## src/rtl/main_fsm.sv

```systemverilog
// Multicycle main control FSM: walks each instruction through Fetch/Decode/Execute/Writeback
// and drives every datapath enable, mux select and the 2-bit ALUOp for alu_decoder.
module main_fsm #(
   parameter bit MEM_WAIT_EN = 1'b1
) (
   input  logic       clk,
   input  logic       rst_n,
   input  logic [6:0] op,
   input  logic       mem_ready,
   output logic       PCUpdate,
   output logic       Branch,
   output logic       RegWrite,
   output logic       MemWrite,
   output logic       IRWrite,
   output logic       AdrSrc,
   output logic [1:0] ResultSrc,
   output logic [1:0] ALUSrcA,
   output logic [1:0] ALUSrcB,
   output logic [1:0] ALUOp,
   output logic       illegal_instr,
   output logic       instr_retire,
   output logic [3:0] state_o
);

   typedef enum logic [3:0] {
      S_FETCH    = 4'd0,
      S_DECODE   = 4'd1,
      S_MEMADR   = 4'd2,
      S_MEMREAD  = 4'd3,
      S_MEMWB    = 4'd4,
      S_MEMWRITE = 4'd5,
      S_EXECR    = 4'd6,
      S_EXECI    = 4'd7,
      S_ALUWB    = 4'd8,
      S_BRANCH   = 4'd9,
      S_JAL      = 4'd10,
      S_JALR     = 4'd11,
      S_LUI      = 4'd12,
      S_AUIPC    = 4'd13
   } state_t;

   localparam logic [6:0] OP_LOAD   = 7'b0000011;
   localparam logic [6:0] OP_STORE  = 7'b0100011;
   localparam logic [6:0] OP_RTYPE  = 7'b0110011;
   localparam logic [6:0] OP_ITYPE  = 7'b0010011;
   localparam logic [6:0] OP_BRANCH = 7'b1100011;
   localparam logic [6:0] OP_JAL    = 7'b1101111;
   localparam logic [6:0] OP_JALR   = 7'b1100111;
   localparam logic [6:0] OP_LUI    = 7'b0110111;
   localparam logic [6:0] OP_AUIPC  = 7'b0010111;

   state_t state, state_next;
   logic   ready;
   logic   pc_upd, br, reg_wr, mem_wr, ir_wr;

   assign ready = MEM_WAIT_EN ? mem_ready : 1'b1;

   // NOTE: state is sequential, so it uses non-blocking assignment and resets asynchronously.
   always_ff @(posedge clk or negedge rst_n) begin
      if (!rst_n) state <= S_FETCH;
      else        state <= state_next;
   end

   // NOTE: every output gets a default before the case so no path leaves one unassigned (no latches).
   always_comb begin
      state_next    = S_FETCH;
      pc_upd        = 1'b0;
      br            = 1'b0;
      reg_wr        = 1'b0;
      mem_wr        = 1'b0;
      ir_wr         = 1'b0;
      AdrSrc        = 1'b0;
      ResultSrc     = 2'b00;
      ALUSrcA       = 2'b00;
      ALUSrcB       = 2'b00;
      ALUOp         = 2'b00;
      illegal_instr = 1'b0;
      instr_retire  = 1'b0;
      unique case (state)
         S_FETCH: begin
            ResultSrc  = 2'b10;
            ALUSrcB    = 2'b10;
            ir_wr      = ready;
            pc_upd     = ready;
            state_next = ready ? S_DECODE : S_FETCH;
         end
         S_DECODE: begin
            ALUSrcA = 2'b01;
            ALUSrcB = 2'b01;
            case (op)
               OP_LOAD, OP_STORE: state_next = S_MEMADR;
               OP_RTYPE:          state_next = S_EXECR;
               OP_ITYPE:          state_next = S_EXECI;
               OP_BRANCH:         state_next = S_BRANCH;
               OP_JAL:            state_next = S_JAL;
               OP_JALR:           state_next = S_JALR;
               OP_LUI:            state_next = S_LUI;
               OP_AUIPC:          state_next = S_AUIPC;
               default: begin
                  illegal_instr = 1'b1;
                  instr_retire  = 1'b1;
                  state_next    = S_FETCH;
               end
            endcase
         end
         S_MEMADR: begin
            ALUSrcA    = 2'b10;
            ALUSrcB    = 2'b01;
            state_next = op[5] ? S_MEMWRITE : S_MEMREAD;
         end
         S_MEMREAD: begin
            AdrSrc     = 1'b1;
            state_next = ready ? S_MEMWB : S_MEMREAD;
         end
         S_MEMWB: begin
            ResultSrc    = 2'b01;
            reg_wr       = 1'b1;
            instr_retire = 1'b1;
         end
         S_MEMWRITE: begin
            // The write strobe stays up through the whole stall; memory samples it with mem_ready.
            AdrSrc       = 1'b1;
            mem_wr       = 1'b1;
            instr_retire = ready;
            state_next   = ready ? S_FETCH : S_MEMWRITE;
         end
         S_EXECR: begin
            ALUSrcA    = 2'b10;
            ALUOp      = 2'b10;
            state_next = S_ALUWB;
         end
         S_EXECI: begin
            ALUSrcA    = 2'b10;
            ALUSrcB    = 2'b01;
            ALUOp      = 2'b10;
            state_next = S_ALUWB;
         end
         S_ALUWB: begin
            reg_wr       = 1'b1;
            instr_retire = 1'b1;
         end
         S_BRANCH: begin
            ALUSrcA      = 2'b10;
            ALUOp        = 2'b01;
            br           = 1'b1;
            instr_retire = 1'b1;
         end
         S_JAL: begin
            // PC takes the target held in ALUOut while the ALU forms OldPC+4 for the link write.
            ALUSrcA    = 2'b01;
            ALUSrcB    = 2'b10;
            pc_upd     = 1'b1;
            state_next = S_ALUWB;
         end
         S_JALR: begin
            ALUSrcA    = 2'b10;
            ALUSrcB    = 2'b01;
            state_next = S_JAL;
         end
         S_LUI: begin
            ALUSrcA    = 2'b11;
            ALUSrcB    = 2'b01;
            state_next = S_ALUWB;
         end
         S_AUIPC: begin
            ALUSrcA    = 2'b01;
            ALUSrcB    = 2'b01;
            state_next = S_ALUWB;
         end
         default: state_next = S_FETCH;
      endcase
   end

   // Write enables are held low for the whole reset, even though FETCH is the reset state.
   assign PCUpdate = pc_upd & rst_n;
   assign Branch   = br     & rst_n;
   assign RegWrite = reg_wr & rst_n;
   assign MemWrite = mem_wr & rst_n;
   assign IRWrite  = ir_wr  & rst_n;
   assign state_o  = state;

endmodule

```

## config.mk

```make
export PLATFORM = sky130hd
export DESIGN_NAME = main_fsm
export DESIGN_NICKNAME = d
export VERILOG_FILES = /design/src/rtl/main_fsm.sv
export SDC_FILE = /design/constraint.sdc
export NUM_CORES = 1
export LEC_CHECK = 0
export CAP_MARGIN = 10
export CORE_MARGIN = 4
export CORE_UTILIZATION = 33
export DETAILED_ROUTE_END_ITERATION = 8
export PLACE_DENSITY = 0.79
export SYNTH_ARGS = -nofsm -noshare
export SYNTH_HDL_FRONTEND = slang
export SYNTH_SLANG_ARGS = --single-unit
export TNS_END_PERCENT = 30
```

## constraint.sdc

```tcl
create_clock -name clk -period 1.2 [get_ports clk]
set_clock_uncertainty 0.05 [all_clocks]
set_input_delay 0.18 -clock clk [delete_from_list [all_inputs] [get_ports clk]]
set_output_delay 0.18 -clock clk [all_outputs]
set_load 0.005 [all_outputs]
```

==> metrics, run 1 <==
status=aborted with a tool error; Exit stage=5_1_grt; Log Error=[ERROR DPL-0033] detailed placement checks failed during check placement.; post-GRT worst EP=instr_retire; GPL Wtd Cong=0.854; initial core utilization=35.5%; total CTS buffers=3; Post-Syn Nets=91; Ports=30; worst slack, placed=-0.850 ns; top-area cell type share of the netlist area=18.5%; area leader, netlist=dfrtp_1; register area share after synthesis=18.5%; Port Buffers=29; initial antenna violation count=0; Die H=48.5 um; Yosys cell types=33; Area contributors post-synth=dfrtp_1, nor2_1, nor3_1; top_reg_cell synth=dfrtp_1; cells after synthesis=81; deepest clock path buffer count=2; Worst EP kind=primary output; die width=48.5 um; Mean Syn Cell Area=6.67 um2; flops & latches, synth=4; largest net degree at the start of global routing=13; CTS H-tree depth=1; DP HPWL=1.76 mm; site row count=14; root buf cell=clkbuf_4; yosys warns=0; Sink Count=4; hold buffer count at CTS=0; Post-Syn Area=541 um2; EDFF count, synth=0; asr flop ratio synth=100%
-- cells in the mapped netlist, drive strengths merged, types with 2 or more instances --
cell type / count
nor2: 12
nor3: 7
a21oi: 6
inv: 6
nand2: 5
nand2b: 5
buf: 4
dfrtp: 4
o21ai: 4
nand3: 3
nand3b: 2
nor4: 2
o21bai: 2
o22ai: 2
-- stage by stage --
step / hold slack (ns) / TNS [ns] / area (um2) / std cells / util (%)
global placement: 0.541 / -10.72 / 1120 / 157 / 73.3
detailed placement: 0.542 / -11.45 / 1120 / 157 / 73.3
CTS: 0.309 / -8.27 / 1390 / 174 / 91.1
floorplan: -0.166 / -0.835 / 569 / 81 / -
-- what timing repair did --
item	in CTS
endpoints found under the setup margin	24
endpoints found under the hold margin	0
resized for setup	111
pin swaps	9
setup buffers	14
-- logic make-up after synthesis --
group | Yosys count | synth area share (%)
xor+xnor | 2 | 3.24
mux | 2 | 3.94
simple gates | 41 | 40.0
buf+inv | 11 | 9.03
flops | 4 | 18.5
compound gates | 21 | 25.2
==> run 2: changes to the inputs <==
--- a/config.mk
+++ b/config.mk
@@ -6,10 +6,10 @@
 export NUM_CORES = 1
 export LEC_CHECK = 0
 export CAP_MARGIN = 10
-export CORE_MARGIN = 4
-export CORE_UTILIZATION = 33
+export CORE_AREA = 4 4 65 67
 export DETAILED_ROUTE_END_ITERATION = 8
-export PLACE_DENSITY = 0.79
+export DIE_AREA = 0 0 69 71
+export PLACE_DENSITY_LB_ADDON = 0.15
 export SYNTH_ARGS = -nofsm -noshare
 export SYNTH_HDL_FRONTEND = slang
 export SYNTH_SLANG_ARGS = --single-unit
==> constraint.sdc (replaced) <==
create_clock -name clk -period 1.6 [get_ports clk]
set_clock_uncertainty 0.05 [all_clocks]
set_input_delay 0.24 -clock clk [delete_from_list [all_inputs] [get_ports clk]]
set_output_delay 0.24 -clock clk [all_outputs]
set_load 0.005 [all_outputs]
==> metrics, run 2 <==
full die area=4900 um2; Mean Syn Cell Area=6.67 um2; Final setup viols=13; Max-Cap Viols=0; switch share=31.0%; CTS H-tree depth=1; setup ws final=-0.133 ns; GPL Wtd Cong=0.798; HP Class=primary input to async pin; Post-Syn Area=541 um2; Final Cycle Share=108%; Ports=30; DRT antenna net count=0; top-count cell post-synth=nor2_1; met3 wire len=150 um; final instance area=1380 um2; Max VDD drop=0.221 mV; total wire length=2.51 mm; site row count=22; final core utilization=38.0%; via/cell ratio=4.38; Final Max Slew Viols=0; total CTS buffers=3; initial antenna violation count=0; Post-route DRC=0; largest net degree at the start of global routing=18; P_sw=216 uW; power share of the combinational group=54.0%; vias in the first global route=913; register area share after synthesis=18.5%; # nets final=162; share of layout cells above drive strength 1=59.3%; Final Power=698 uW; Critical Path AT=1.44 ns; Hold Fails Final Rpt=0; Pre-Repair DR Iteration Count=4; post-DR wirelength/cell=12.7 um; Min Hold Slack=0.226 ns; number of DRC markers in iteration 0=19; worst reg-to-reg path cell count=4; Seq pwr share=16.5%; die width=69 um; yosys warns=0; cells after synthesis=81; CTS clk-pin slew, worst paths=0.03 ns; Area contributors post-synth=dfrtp_1, nor2_1, nor3_1; Die H=71 um; Top Layer Used=met4; fillers=410; most frequent cells in the layout=buf_4, buf_6, buf_2; flops & latches, synth=4; RSZ-0062 raised after global routing=yes; Post-Syn Nets=91; Yosys cell types=33; max reg flops=4; initial core utilization=14.9%; failing checks=negative setup slack; total global-route track usage=10.4%; total vias in the final route=868; fmax=577 MHz; core area=3630 um2; Ant. Diodes=0; Setup TNS=-0.743 ns; synth cell count leaders=nor2_1, nor3_1, a21oi_1, inv_1, nand2_1; met2 routed WL=1.37 mm; area leader, netlist=dfrtp_1; deepest clock path buffer count=2; worst path required time=1.31 ns; critical path type=primary input to output pin; asr flop ratio synth=100%; root buf cell=clkbuf_8; top_reg_cell synth=dfrtp_1; Worst Path Max Fanout=3; DP Cell Count=182; DRT met1 WL=951 um; top-area cell type share of the netlist area=18.5%; DP HPWL=1.73 mm; worst slack, placed=-0.611 ns; Leak=0.689 nW; Port Buffers=29; crit start category=primary input; Sink Count=4; total gr overflow=0; Worst-Skew Late Latency=0.21 ns; global-route wire length before repair=4.17 mm; Clk pwr share=29.5%; post-layout min period=1.73 ns; synth-to-layout area growth=156%; hold buffer count at CTS=0; placed standard-cell area=1080 um2; PD cells=506 nW/um2; relative slew slack=80.7%; total internal power=482 uW; worst slew pin tran=0.289 ns; status=finished with violations; leading cell type in the layout, fill and taps excluded=buf_4; CTS tree=built; Non-Filler Instances=198; EDFF count, synth=0; crit end category=output pin
## run 2: cell counts after synthesis
Identical to the previous run, type by type.
## run 2: timing repair
item	in CTS	in global routing
pin swaps	9	6
setup endpoints to repair	19	19
buffers inserted	9	5
gates resized for setup	101	24
## run 2: critical path, stage by stage
cell and delay, ns:
clkdlybuf4s50_1 0.47, a221oi_2 0.35, nor3b_4 0.08, o21bai_4 0.17
buf_2 0.12
## run 2: cell type report
cell class                 instances  area, um2  area share, %
timing repair buffer              71        613           44.4
multi-input combinational         66        541           39.1
sequential                         4        101           7.34
tap                               48       60.1           4.35
clock buffer                       3       41.3           2.99
inverter                           6       25.0           1.81
## run 2: per-layer routing
metal	vias to the layer above	global-route usage (%)
li1	433	-
met2	33	19.8
met5	-	0
met3	4	2.70
met1	398	10.9
met4	0	3.90
## run 2: final timing paths
check | start | to | slack [ns]
setup / recovery | op[2] | instr_retire | -0.13
hold / removal | rst_n | state_o[2]$_DFF_PN0_ | 0.23
setup reg to reg | state_o[2]$_DFF_PN0_ | state_o[2]$_DFF_PN0_ | 0.04
hold reg to reg | state_o[3]$_DFF_PN0_ | state_o[0]$_DFF_PN0_ | 0.72
max in group asynchronous | rst_n | state_o[0]$_DFF_PN0_ | 0.94
min in group clk | op[4] | state_o[2]$_DFF_PN0_ | 0.52
## run 2: cells by family after synthesis
kind of cell              count (synthesis)  share of synthesized area (%)
xor gates and xnor gates                  2                           3.24
and+or+nand+nor                          41                           40.0
muxes                                     2                           3.94
AOI/OAI and AO/OA                        21                           25.2
buffers and inverters                    11                           9.03
DFF                                       4                           18.5
## run 2: power by group through the flow
stage	registers (mW)	clock network [mW]	logic, mW
floorplan	0.115	0	0.126
global placement	0.115	0	0.330
detailed placement	0.115	0	0.332
CTS	0.114	0.212	0.359
global route	0.116	0.227	0.412
finish	0.115	0.206	0.377
(Power assumes the default switching activity.)
==> run 3: changes to the inputs <==
==> constraint.sdc (replaced) <==
create_clock -name clk -period 1.6 [get_ports clk]
set_clock_uncertainty 0.05 [all_clocks]
set_input_delay 0.32 -clock clk [delete_from_list [all_inputs] [get_ports clk]]
set_output_delay 0.32 -clock clk [all_outputs]
set_load 0.005 [all_outputs]
==> metrics, run 3 (synthesis gave the netlist of run 2 again) <==
status=finished with violations; failing checks=negative setup slack; total CTS buffers=3; most frequent cells in the layout=buf_4, buf_6, buf_2; Ant. Diodes=0; total vias in the final route=883; post-DR wirelength/cell=12.2 um; total wire length=2.50 mm; crit end category=output pin; Hold Fails Final Rpt=0; core area=3630 um2; Worst Path Max Fanout=3; GPL Wtd Cong=0.798; relative slew slack=80.5%; fmax=530 MHz; CTS H-tree depth=1; Max VDD drop=0.417 mV; Sink Count=4; final instance area=1440 um2; Final Max Slew Viols=0; site row count=22; Die H=71 um; setup ws final=-0.288 ns; CTS tree=built; Critical Path AT=1.52 ns; Post-route DRC=0; Final setup viols=14; vias in the first global route=899; placed standard-cell area=1090 um2; total global-route track usage=9.96%; full die area=4900 um2; worst path required time=1.23 ns; DP HPWL=1.73 mm; via/cell ratio=4.33; Final Cycle Share=118%; Port Buffers=29; Pre-Repair DR Iteration Count=4; RSZ-0062 raised after global routing=yes; Worst-Skew Late Latency=0.22 ns; Ports=30; total gr overflow=0; number of DRC markers in iteration 0=29; leading cell type in the layout, fill and taps excluded=buf_4; slowest cell on the critical path=clkdlybuf4s50_1; post-layout min period=1.89 ns; deepest clock path buffer count=2; max reg flops=4; worst slew pin tran=0.293 ns; PD cells=495 nW/um2; # nets final=168; worst slack, placed=-0.794 ns; Min Hold Slack=0.0373 ns; Reg2Reg Setup Slack=0.06 ns; crit-path max cell delay=0.54 ns; synth-to-layout area growth=167%; Leak=0.696 nW; die width=69 um; Max-Cap Viols=0; crit-path leading delay family=buffers and inverters; initial antenna violation count=0; DRT antenna net count=0; largest net degree at the start of global routing=18; CTS clk-pin slew, worst paths=0.03 ns; critical path type=primary input to output pin; root buf cell=clkbuf_8; share of layout cells above drive strength 1=60.9%; hold buffer count at CTS=0; CP Cell Sequence=clkdlybuf4s50_1 > nand3_1 > nor2_4 > nor3b_4 > o21bai_4 > buf_2; crit start category=primary input; HP Class=primary input to async pin; global-route wire length before repair=4.10 mm; initial core utilization=14.9%; Buffers & Inverters on Critical Path=2
[run 3: changes by cell type in the layout (fill, tap and decap cells not counted), moves of 2 or more]
cell             delta
dlygate4sd2_1       +3
buf_4               +7
clkdlybuf4s50_1     -3
buf_8               +2
nor2_1              +3
buf_6               -2
nor2_2              -3
[run 3: stage by stage]
stage,total power [mW],util (%),cells,TNS [ns]
detailed placement,0.447,30.0,183,-7.18
CTS,0.689,35.7,197,-1.97
floorplan,0.241,-,81,0
finish,0.714,39.7,204,-2.02
global route,0.767,39.7,204,-3.02
global placement,0.446,30.0,183,-6.83
[run 3: where the power goes]
group,total (mW),internal [mW],switching [mW]
registers,0.115,0.108,0.00636
logic,0.385,0.221,0.165
clock network,0.214,0.160,0.0533
[run 3: worst paths after layout]
| path | start | endpoint | cells after the start |
|---|---|---|---|
| worst max-delay path | op[2] | instr_retire | 6 |
| worst min-delay path | rst_n | state_o[3]$_DFF_PN0_ | 1 |
| worst max register to register | state_o[2]$_DFF_PN0_ | state_o[2]$_DFF_PN0_ | 4 |
| worst min register to register | state_o[3]$_DFF_PN0_ | state_o[0]$_DFF_PN0_ | 3 |
| max in group asynchronous | rst_n | state_o[1]$_DFF_PN0_ | 2 |
| min in group clk | op[6] | state_o[1]$_DFF_PN0_ | 5 |
[run 3: timing repair]
item                                    4_1_cts  5_1_grt
pin swaps                                     9        7
endpoints found under the hold margin         0        0
resized for setup                           105       27
buffers inserted                             11        7
cloned                                        0        0
endpoints found under the setup margin       20       18
[run 3: routing by layer]
metal  up-vias  track usage, %  part of all wire [%]
li1        449               -                     -
met1       410            10.1                    39
met2        24            20.4                    55
met3         0            2.70                   5.6
met4         0            1.30                     0
met5         -               0                     0
[run 3: area by class of cell]
class,count,area (um2)
well taps,48,60.1
flip-flops and latches,4,101
multi-input cells,66,553
clock buffers,3,41.3
fillers,392,2190
inverters,6,25.0
repair buffers,77,662
